## src/rtl/riscv_pkg.sv

```systemverilog
// Shared RV32I definitions for the MEM-stage load/store unit: FSM state type,
// load/store funct3 encodings and small decode helpers.
package riscv_pkg;

    typedef enum logic [1:0] {
        IDLE = 2'd0,
        REQ  = 2'd1,
        WAIT = 2'd2,
        DONE = 2'd3
    } lsu_state_t;

    localparam logic [2:0] F3_LB  = 3'b000;
    localparam logic [2:0] F3_LH  = 3'b001;
    localparam logic [2:0] F3_LW  = 3'b010;
    localparam logic [2:0] F3_LBU = 3'b100;
    localparam logic [2:0] F3_LHU = 3'b101;

    // Access size lives in funct3[1:0] for both loads and stores
    localparam logic [1:0] SZ_B = 2'b00;
    localparam logic [1:0] SZ_H = 2'b01;
    localparam logic [1:0] SZ_W = 2'b10;

    function automatic logic f3_illegal(input logic [2:0] f3);
        return (f3[1:0] == 2'b11) || (f3 == 3'b110);
    endfunction

    function automatic logic f3_misaligned(input logic [2:0] f3, input logic [1:0] lo);
        return ((f3[1:0] == SZ_H) && lo[0]) || ((f3[1:0] == SZ_W) && (lo != 2'b00));
    endfunction

endpackage

```

## src/rtl/mem_stage_lsu_align.sv

```systemverilog
// lsu_align: combinational byte-enable / store-data lane replication and
// load-data lane extraction with sign or zero extension.
module lsu_align
    import riscv_pkg::*;
(
    input  logic [2:0]  st_funct3,
    input  logic [1:0]  st_addr_lo,
    input  logic [31:0] st_data,
    input  logic [2:0]  ld_funct3,
    input  logic [1:0]  ld_addr_lo,
    input  logic [31:0] rdata,
    output logic [3:0]  be,
    output logic [31:0] wdata,
    output logic [31:0] ld_data
);

    logic [7:0]  byte_s;
    logic [15:0] half_s;

    // Byte enables and lane-replicated store data for the issuing access
    always_comb begin
        be    = 4'b0000;
        wdata = 32'h0000_0000;
        case (st_funct3[1:0])
            SZ_B: begin
                be    = 4'b0001 << st_addr_lo;
                wdata = {4{st_data[7:0]}};
            end
            SZ_H: begin
                be    = 4'b0011 << {st_addr_lo[1], 1'b0};
                wdata = {2{st_data[15:0]}};
            end
            SZ_W: begin
                be    = 4'b1111;
                wdata = st_data;
            end
            default: begin
                be    = 4'b0000;
                wdata = 32'h0000_0000;
            end
        endcase
    end

    // Lane selection for the returned word
    always_comb begin
        byte_s = 8'h00;
        case (ld_addr_lo)
            2'b00:   byte_s = rdata[7:0];
            2'b01:   byte_s = rdata[15:8];
            2'b10:   byte_s = rdata[23:16];
            2'b11:   byte_s = rdata[31:24];
            default: byte_s = 8'h00;
        endcase
        if (ld_addr_lo[1]) begin
            half_s = rdata[31:16];
        end else begin
            half_s = rdata[15:0];
        end
    end

    // Sign/zero extension by load type
    always_comb begin
        ld_data = 32'h0000_0000;
        case (ld_funct3)
            F3_LB:   ld_data = {{24{byte_s[7]}}, byte_s};
            F3_LH:   ld_data = {{16{half_s[15]}}, half_s};
            F3_LW:   ld_data = rdata;
            F3_LBU:  ld_data = {24'h00_0000, byte_s};
            F3_LHU:  ld_data = {16'h0000, half_s};
            default: ld_data = 32'h0000_0000;
        endcase
    end

endmodule

```

## src/rtl/mem_stage_lsu.sv

```systemverilog
// RV32I MEM-stage load/store unit: one req/gnt/rvalid transaction per access,
// pipeline stall until response, timeout abort. Optional MISALIGN_CHK_EN traps misaligned halves/words.
module mem_stage_lsu
    import riscv_pkg::*;
#(
    parameter int unsigned TIMEOUT_CYC = 16
) (
    input  logic        clk,
    input  logic        rst,
    input  logic        valid_M,
    input  logic        kill_M,
    input  logic        mem_rd_M,
    input  logic        mem_wr_M,
    input  logic [2:0]  funct3_M,
    input  logic [31:0] alu_o_M,
    input  logic [31:0] rs2_data_M,
    output logic        stall_mem,
    output logic [31:0] rd_data_M,
    output logic        mem_err,
    output logic        dmem_req,
    output logic        dmem_we,
    output logic [31:0] dmem_addr,
    output logic [3:0]  dmem_be,
    output logic [31:0] dmem_wdata,
    input  logic        dmem_gnt,
    input  logic        dmem_rvalid,
    input  logic [31:0] dmem_rdata,
    input  logic        dmem_err
);

    localparam int unsigned CNT_W = (TIMEOUT_CYC > 2) ? $clog2(TIMEOUT_CYC) : 1;
    localparam logic [CNT_W-1:0] CNT_ONE = CNT_W'(1);
    // Last REQ/WAIT cycle: the count reaches TIMEOUT_CYC-1 on this edge
    localparam logic [CNT_W-1:0] TO_LAST = CNT_W'(TIMEOUT_CYC - 2);

    lsu_state_t       state_r, state_nxt_s;
    logic [CNT_W-1:0] cnt_r;
    logic [31:0]      addr_r, wdata_r, cap_data_r;
    logic [3:0]       be_r;
    logic [2:0]       f3_r;
    logic [1:0]       lo_r;
    logic             we_r, cap_err_r;

    logic             access_s, bad_s, misalign_s, timeout_s;
    logic             cap_load_s, cap_err_s, cnt_clr_s;
    logic [31:0]      cap_data_s, wdata_s, ld_data_s;
    logic [3:0]       be_s;

    assign access_s  = valid_M & (mem_rd_M | mem_wr_M) & ~kill_M;
    assign timeout_s = (cnt_r == TO_LAST);

`ifdef MISALIGN_CHK_EN
    assign misalign_s = f3_misaligned(funct3_M, alu_o_M[1:0]);
`else
    assign misalign_s = 1'b0;
`endif

    assign bad_s = f3_illegal(funct3_M) | misalign_s;

    lsu_align u_align (
        .st_funct3  (funct3_M),
        .st_addr_lo (alu_o_M[1:0]),
        .st_data    (rs2_data_M),
        .ld_funct3  (f3_r),
        .ld_addr_lo (lo_r),
        .rdata      (dmem_rdata),
        .be         (be_s),
        .wdata      (wdata_s),
        .ld_data    (ld_data_s)
    );

    // State register
    always_ff @(posedge clk) begin
        if (rst) begin
            state_r <= IDLE;
        end else begin
            state_r <= state_nxt_s;
        end
    end

    // Timeout counter: cleared when an access is issued, counts REQ/WAIT cycles
    always_ff @(posedge clk) begin
        if (rst) begin
            cnt_r <= '0;
        end else if (cnt_clr_s) begin
            cnt_r <= '0;
        end else if ((state_r == REQ) || (state_r == WAIT)) begin
            cnt_r <= cnt_r + CNT_ONE;
        end else begin
            cnt_r <= '0;
        end
    end

    // Request latches, loaded as the access leaves IDLE so REQ can hold the bus stable
    always_ff @(posedge clk) begin
        if (rst) begin
            addr_r  <= 32'h0000_0000;
            lo_r    <= 2'b00;
            be_r    <= 4'b0000;
            wdata_r <= 32'h0000_0000;
            we_r    <= 1'b0;
            f3_r    <= 3'b000;
        end else if ((state_r == IDLE) && access_s) begin
            addr_r  <= {alu_o_M[31:2], 2'b00};
            lo_r    <= alu_o_M[1:0];
            be_r    <= be_s;
            wdata_r <= wdata_s;
            we_r    <= mem_wr_M;
            f3_r    <= funct3_M;
        end
    end

    // Result capture, presented to MEM/WB during DONE
    always_ff @(posedge clk) begin
        if (rst) begin
            cap_data_r <= 32'h0000_0000;
            cap_err_r  <= 1'b0;
        end else if (cap_load_s) begin
            cap_data_r <= cap_data_s;
            cap_err_r  <= cap_err_s;
        end
    end

    // Next state, bus outputs and capture control
    always_comb begin
        state_nxt_s = state_r;
        stall_mem   = 1'b0;
        rd_data_M   = 32'h0000_0000;
        mem_err     = 1'b0;
        dmem_req    = 1'b0;
        dmem_we     = 1'b0;
        dmem_addr   = 32'h0000_0000;
        dmem_be     = 4'b0000;
        dmem_wdata  = 32'h0000_0000;
        cap_load_s  = 1'b0;
        cap_data_s  = 32'h0000_0000;
        cap_err_s   = 1'b0;
        cnt_clr_s   = 1'b0;
        if (rst) begin
            state_nxt_s = IDLE;
        end else begin
            case (state_r)
                IDLE: begin
                    if (access_s) begin
                        stall_mem = 1'b1;
                        if (bad_s) begin
                            // Trapped without touching the bus
                            state_nxt_s = DONE;
                            cap_load_s  = 1'b1;
                            cap_err_s   = 1'b1;
                        end else begin
                            dmem_req    = 1'b1;
                            dmem_we     = mem_wr_M;
                            dmem_addr   = {alu_o_M[31:2], 2'b00};
                            dmem_be     = be_s;
                            dmem_wdata  = wdata_s;
                            cnt_clr_s   = 1'b1;
                            state_nxt_s = dmem_gnt ? WAIT : REQ;
                        end
                    end else begin
                        state_nxt_s = IDLE;
                    end
                end
                REQ: begin
                    stall_mem = 1'b1;
                    if (timeout_s) begin
                        // Request dropped so no grant can be taken on the abort cycle
                        state_nxt_s = DONE;
                        cap_load_s  = 1'b1;
                        cap_err_s   = 1'b1;
                    end else begin
                        dmem_req    = 1'b1;
                        dmem_we     = we_r;
                        dmem_addr   = addr_r;
                        dmem_be     = be_r;
                        dmem_wdata  = wdata_r;
                        state_nxt_s = dmem_gnt ? WAIT : REQ;
                    end
                end
                WAIT: begin
                    stall_mem = 1'b1;
                    if (dmem_rvalid) begin
                        state_nxt_s = DONE;
                        cap_load_s  = 1'b1;
                        cap_data_s  = we_r ? 32'h0000_0000 : ld_data_s;
                        cap_err_s   = dmem_err;
                    end else if (timeout_s) begin
                        state_nxt_s = DONE;
                        cap_load_s  = 1'b1;
                        cap_err_s   = 1'b1;
                    end else begin
                        state_nxt_s = WAIT;
                    end
                end
                DONE: begin
                    rd_data_M   = cap_data_r;
                    mem_err     = cap_err_r;
                    state_nxt_s = IDLE;
                end
                default: begin
                    state_nxt_s = IDLE;
                end
            endcase
        end
    end

endmodule

```

## config.mk

```make
export PLATFORM = sky130hd
export DESIGN_NAME = mem_stage_lsu
export DESIGN_NICKNAME = d
export VERILOG_FILES = /design/src/rtl/riscv_pkg.sv /design/src/rtl/mem_stage_lsu_align.sv /design/src/rtl/mem_stage_lsu.sv
export SDC_FILE = /design/constraint.sdc
export NUM_CORES = 1
export LEC_CHECK = 0
export ABC_AREA = 0
export CAP_MARGIN = 20
export CORE_ASPECT_RATIO = 0.5
export CORE_MARGIN = 3
export CORE_UTILIZATION = 50
export DETAILED_ROUTE_END_ITERATION = 16
export GPL_TIMING_DRIVEN = 0
export PLACE_DENSITY = 0.95
export SLEW_MARGIN = 20
export SYNTH_ARGS = -nofsm -noshare
export SYNTH_HDL_FRONTEND = slang
export SYNTH_SLANG_ARGS = --single-unit
```

## constraint.sdc

```tcl
create_clock -name clk -period 5.1 [get_ports clk]
set_input_delay 0.765 -clock clk [delete_from_list [all_inputs] [get_ports clk]]
set_output_delay 0.765 -clock clk [all_outputs]
set_load 0.02 [all_outputs]
```

---- After elaboration in Yosys (flattened, before gate mapping) ----
Cells that the tools add are included.
W data, S select, Z words.
operators by class
  add/sub/neg operators ................... 1
  multiply operators ...................... 0
  div/mod/pow operators ................... 0
  $lt $le $gt $ge ......................... 0
  equal/unequal tests ..................... 15
  shifts and indexed selects .............. 2
  mux-type cells .......................... 57
  bitwise logic cells ..................... 5
  reductions and logical operators ........ 9
operator list
  operator               count
  $mux W32               13
  $pmux W32 S5           1
  $pmux W32 S2           2
  $pmux W32 S3           1
  $pmux W8 S4            1
  $mux W1                22
  $mux W16               1
  $mux W4                4
  $eq A2 B2 Y1 const B   6
  $pmux W4 S3            1
  $eq A3 B3 Y1 const B   3
  $mux W2                4
  $pmux W2 S4            1
  $pmux W4 S2            1
  $eq A2 B1 Y1 const B   3
  $logic_not A2 Y1       3
  $pmux W1 S2            3
  $pmux W1 S3            2
  $add A4 B1 Y4 const B  1
  $eq A4 B4 Y1 const B   1
  $shl A1 B2 Y4 const A  1
  $shl A2 B2 Y4 const A  1
  $eq A3 B1 Y1 const B   1
  $eq A3 B2 Y1 const B   1
  8 further kinds        11
storage, ports and cells
  flip-flop bits (word level) ............. 111
  bits in latches ......................... 0
  memory bits (writable) .................. 0
  bits in read-only memories .............. 0
  input bits .............................. 108
  output and inout bits ................... 104
  word-level logic and storage cells ...... 99
  memories ................................ 0

---- Longest topological paths before layout ----
  word-level depth ........................ 7
  mapped depth ............................ 9
  depth with buffers taken out ............ 6

---- Cells and area by module ----
From an unflattened synthesis, not the netlist that was laid out.
unflattened totals
  cells, all modules ...................... 845
  area total of the unflattened synthesis .. 6488.7 um2
modules (own cells, without submodules)
  module         instances  cells each  area an instance (um2)  seq. area each (um2)
  mem_stage_lsu  1          636         5107.4                  2222.1
  lsu_align      1          209         1381.3                  0.0

---- Worst setup path after synthesis ----
Ideal clock, no wire load.
  kind .................................... input to output
  start point ............................. input funct3_M[0]
  end point ............................... output dmem_addr[10]
  arrival ................................. 1848 ps
  data required time ...................... 4335 ps
  setup slack ............................. 2487 ps
  cell stages on the path ................. 5
  path buffers ............................ 1
  cell sequence ........................... o21a_1 nor3_2 buf_2 a22oi_1 nor2_1
on the way
  longest elaborated chain between the ends .. 6
  elaborated cells on any way between the ends .. 7
  those cells by class .................... 2 x eq/ne; 4 x mux; 1 x reduce/logical
ends and longest elaborated chain
  element                                              RTL line              source
  start, declared                                      mem_stage_lsu.sv:14   input logic [2:0] funct3_M,
  $eq A3 B3 Y1 / $eq A2 B2 Y1 (equally long branches)  riscv_pkg.sv:24       return (f3[1:0] == 2'b11) || (f3 == 3'b110);
  $logic_or A1 B1 Y1 *                                 riscv_pkg.sv:24
  $mux W32 *                                           mem_stage_lsu.sv:146  if (bad_s) begin
  $mux W32 *                                           mem_stage_lsu.sv:144  if (access_s) begin
  $pmux W32 S2 *                                       mem_stage_lsu.sv:142  case (state_r)
  $mux W32 *                                           mem_stage_lsu.sv:139  if (rst) begin
  end, declared                                        mem_stage_lsu.sv:22   output logic [31:0] dmem_addr,
Every way passes the cells marked *; elsewhere a longest branch is shown, timed or not.

---- Final worst setup path ----
  start point ............................. input rst
  end point ............................... output rd_data_M[30]
on the way
  longest elaborated chain between the ends .. 1
ends and longest elaborated chain
  element          RTL line              source
  start, declared  mem_stage_lsu.sv:9    input logic rst,
  $mux W32         mem_stage_lsu.sv:139
  end, declared    mem_stage_lsu.sv:18   output logic [31:0] rd_data_M,
No other way between the ends.

==> impl_metrics.env <==
export IMPL_status="finished clean"
export IMPL_unrepaired_setup_endpoints_after_global_routing="false"
export IMPL_end_kind="primary output"
export IMPL_nNetsFinal=1185
export IMPL_clock_sinks=111
export IMPL_drt_wl_total_um=23500
export IMPL_pre_cts_ws_ps=970
export IMPL_top_signal_layer_used="met4"
export IMPL_cts_tree="built"
export IMPL_total_buffers_and_inverters_traversed_by_the_critical_path=5
export IMPL_synthTopCellsByArea="sky130_fd_sc_hd__dfxtp_1, sky130_fd_sc_hd__a22oi_1, sky130_fd_sc_hd__nand2_1"
export IMPL_first_pass_grt_wire_length_um=36500
export IMPL_power_leakage_nw=3.11
export IMPL_drv_cap=0
export IMPL_floorplan_die_width_um=167
export IMPL_synth_yosys_seq_area_share=0.343
export IMPL_drt_iter0_drc=1089
export IMPL_met3RoutedLength_um=2260
export IMPL_cts_root_buffer="sky130_fd_sc_hd__clkbuf_16"
export IMPL_placement_cell_area_mm2=0.00878
export IMPL_route_layer_met1_wl_um=9490
export IMPL_timing_hold_worst_class="reg2reg"
export IMPL_antenna_diode_count=0
export IMPL_worstMarginPinSlew_ps=698
export IMPL_core_region_area_mm2=0.0122
export IMPL_synth_enable_flop_cells=0
export IMPL_post_route_cells_drive_above_1_share=0.0540
export IMPL_power_per_cell_area_mw_per_mm2=227
export IMPL_grt_overflow_total=0
export IMPL_route_met2_wl_um=11100
export IMPL_overall_global_routing_resource_usage=0.311
export IMPL_timing_max_transition_violations_final=0
export IMPL_synth_warnings=0
export IMPL_synth_top_cells_by_count="sky130_fd_sc_hd__dfxtp_1, sky130_fd_sc_hd__nand2_1, sky130_fd_sc_hd__nor2_1"
export IMPL_number_of_global_route_vias_before_repair=7171
export IMPL_clock_insertion_delay_worst_skew_ps=360
export IMPL_switching_power_mw=0.616
export IMPL_h_tree_depth=3
export IMPL_grt_max_degree=18
export IMPL_floorplan_rows=28
export IMPL_timing_reg2reg_setup_slack_ps=2920
export IMPL_final_critical_path_setup_slack_ps=892
export IMPL_setup_total_negative_slack_ps=0
export IMPL_final_min_period_over_clock_period=0.825
export IMPL_ant_nets=0
export IMPL_yosys_area_top_type_share=0.343
export IMPL_top_count_cell_post_synth="sky130_fd_sc_hd__dfxtp_1"
export IMPL_cpMostUsedCell="sky130_fd_sc_hd__clkbuf_1"
export IMPL_cp_data_arrival_time_ps=3440
export IMPL_crit_path_max_fanout=10
export IMPL_ctsLongestPathBuffers=2
export IMPL_peak_per_stage_delay_on_the_critical_path_ps=570
export IMPL_synthFlopType="sky130_fd_sc_hd__dfxtp_1"
export IMPL_p_sw_frac=0.300
export IMPL_flow_area_growth_from_synthesis_pct=39.7
export IMPL_vdd_ir_drop_worst_mv=0.158
export IMPL_final_min_clock_period_ps=4210
export IMPL_final_setup_viol_count=0
export IMPL_crit_chain="clkdlybuf4s50_1, clkbuf_1, clkbuf_1, clkbuf_1, nor3b_1, clkdlybuf4s50_1"
export IMPL_syn_cell_area_mm2=0.00647
export IMPL_cts_post_setup_buffers_inserted=0
export IMPL_type_of_the_worst_setup_path="in2out"
export IMPL_hold_viol=0
export IMPL_antenna_violations_before_repair=0
export IMPL_clk_transition_reported_paths_ps=70
export IMPL_layout_cells_non_filler=1240
export IMPL_p_clk_frac=0.326
export IMPL_final_setup_skew_ps=8.46
export IMPL_sequential_cell_area_mm2=0.00222
export IMPL_async_reset_ff_frac=0
export IMPL_die_area_mm2=0.0144
export IMPL_globalplace_congestion=0.953
export IMPL_dr_drc_count=0
export IMPL_part_of_the_power_in_registers=0.448
export IMPL_boundaryPins=212
export IMPL_place_hpwl_um=17400
export IMPL_die_y_um=86.5
export IMPL_worst_ep_required_time_ps=4340
export IMPL_vias_after_detailed_routing=7537
export IMPL_placement_io_buffers=209
export IMPL_comb_power_share=0.226
export IMPL_start_util=0.529
export IMPL_p_int_mw=1.43
export IMPL_synth_ff_latch_count=111
export IMPL_numCtsBuffers=9
export IMPL_fmax_mhz=238
export IMPL_multiInputGateArea_mm2=0.00373
export IMPL_max_slew_margin_rel=0.534
export IMPL_yosysUniqueCellTypes=53
export IMPL_post_synthesis_mean_instance_area_um2=7.63
export IMPL_dp_cells=1224
export IMPL_cts_repair_resized=0
export IMPL_hold_ws_ps=461
export IMPL_viasPerCell=6.08
export IMPL_firstDrtPassIters=6
export IMPL_critPathTopFamily="buffers and inverters"
export IMPL_synthCells=849
export IMPL_synth_largest_area_cell="sky130_fd_sc_hd__dfxtp_1"
export IMPL_fillers=910
export IMPL_cts_hold_buffers=0
export IMPL_crit_path_start_kind="primary input"
export IMPL_design_area_mm2=0.00904
export IMPL_cpMaxStageDelayCell="sky130_fd_sc_hd__clkdlybuf4s50_1"
export IMPL_wire_per_inst_um=18.9
[kinds of logic after synthesis]
logic type / synth area share
flops: 0.343
fa+ha+maj: 0.0135
mux: 0.0671
xor+xnor: 0.00271
buf+inv: 0.0810
other cells: 0.000579
simple gates: 0.234
compound gates: 0.258
[cell type report]
class	instances	area share
well taps	165	0.0228
inverters	39	0.0162
plain buffers	81	0.0418
repair buffers	209	0.231
clock buffers	12	0.0261
flip-flops and latches	111	0.246
multi-input cells	619	0.413
clock inverters	4	0.00360
[metal layers]
metal | up-vias | global-route usage
li1 | 3429 | -
met1 | 3554 | 0.392
met2 | 482 | 0.541
met3 | 72 | 0.0665
met4 | 0 | 0.102
met5 | - | 0
[worst reg2reg max path, delay by kind of cell (launching register included)]
| family | cells | cell delay [ps] |
|---|---|---|
| buffers and inverters | 2 | 590 |
| and+or+nand+nor | 2 | 500 |
| DFF | 1 | 400 |
| AOI/OAI and AO/OA | 2 | 340 |
| adders and majority gates | 1 | 280 |
[power by group through the flow]
stage | Combinational [mW] | Sequential, mW | Clock [mW]
after detailed placement | 0.447 | 0.938 | 0
after global placement | 0.434 | 0.935 | 0
final | 0.463 | 0.919 | 0.668
after CTS | 0.451 | 0.918 | 0.662
after global routing | 0.496 | 0.922 | 0.695
after floorplan | 0.250 | 0.933 | 0
[registers in the layout, indices dropped and copies added (netlist names), 2 cells and up]
signal and cells:
cnt_r 4, cap_data_r 32, state_r 2, lo_r 2
addr_r 30, f3_r 3, be_r 4, wdata_r 32
[through the flow]
stage	utilization	power, mW
CTS	0.740	2.03
global placement	0.718	1.37
floorplan	-	1.18
global route	0.740	2.11
finish	0.740	2.05
detailed placement	0.718	1.39
[cell usage in the layout (no fill, tap or decap), types with 8 or more instances in the layout]
master                              n
sky130_fd_sc_hd__inv_1             39
sky130_fd_sc_hd__nand2_1          110
sky130_fd_sc_hd__o32ai_1           24
sky130_fd_sc_hd__o21ai_0           22
sky130_fd_sc_hd__o211ai_1           8
sky130_fd_sc_hd__nor3_1            15
sky130_fd_sc_hd__clkdlybuf4s50_1  209
sky130_fd_sc_hd__a221oi_1           9
sky130_fd_sc_hd__nand2b_1           9
sky130_fd_sc_hd__nand3_1           13
sky130_fd_sc_hd__clkbuf_16          9
sky130_fd_sc_hd__nand3b_1           8
sky130_fd_sc_hd__buf_2             25
sky130_fd_sc_hd__and2_1            19
sky130_fd_sc_hd__nor2_1           103
sky130_fd_sc_hd__mux2i_1           40
sky130_fd_sc_hd__clkbuf_1          47
sky130_fd_sc_hd__a22o_1             8
sky130_fd_sc_hd__dfxtp_1          111
sky130_fd_sc_hd__a21oi_1           81
sky130_fd_sc_hd__a22oi_1           72
sky130_fd_sc_hd__nor3b_1           24
[path summary, 6_finish.rpt]
kind,to,startpoint,depth (start not counted)
worst max-delay path,rd_data_M[30],rst,6
worst min register to register,wdata_r[5]$_SDFFE_PP0P_,wdata_r[5]$_SDFFE_PP0P_,2
worst min-delay path,wdata_r[5]$_SDFFE_PP0P_,wdata_r[5]$_SDFFE_PP0P_,2
worst max register to register,wdata_r[20]$_SDFFE_PP0P_,state_r[0]$_SDFF_PP0_,7
(Power assumes the default switching activity.)
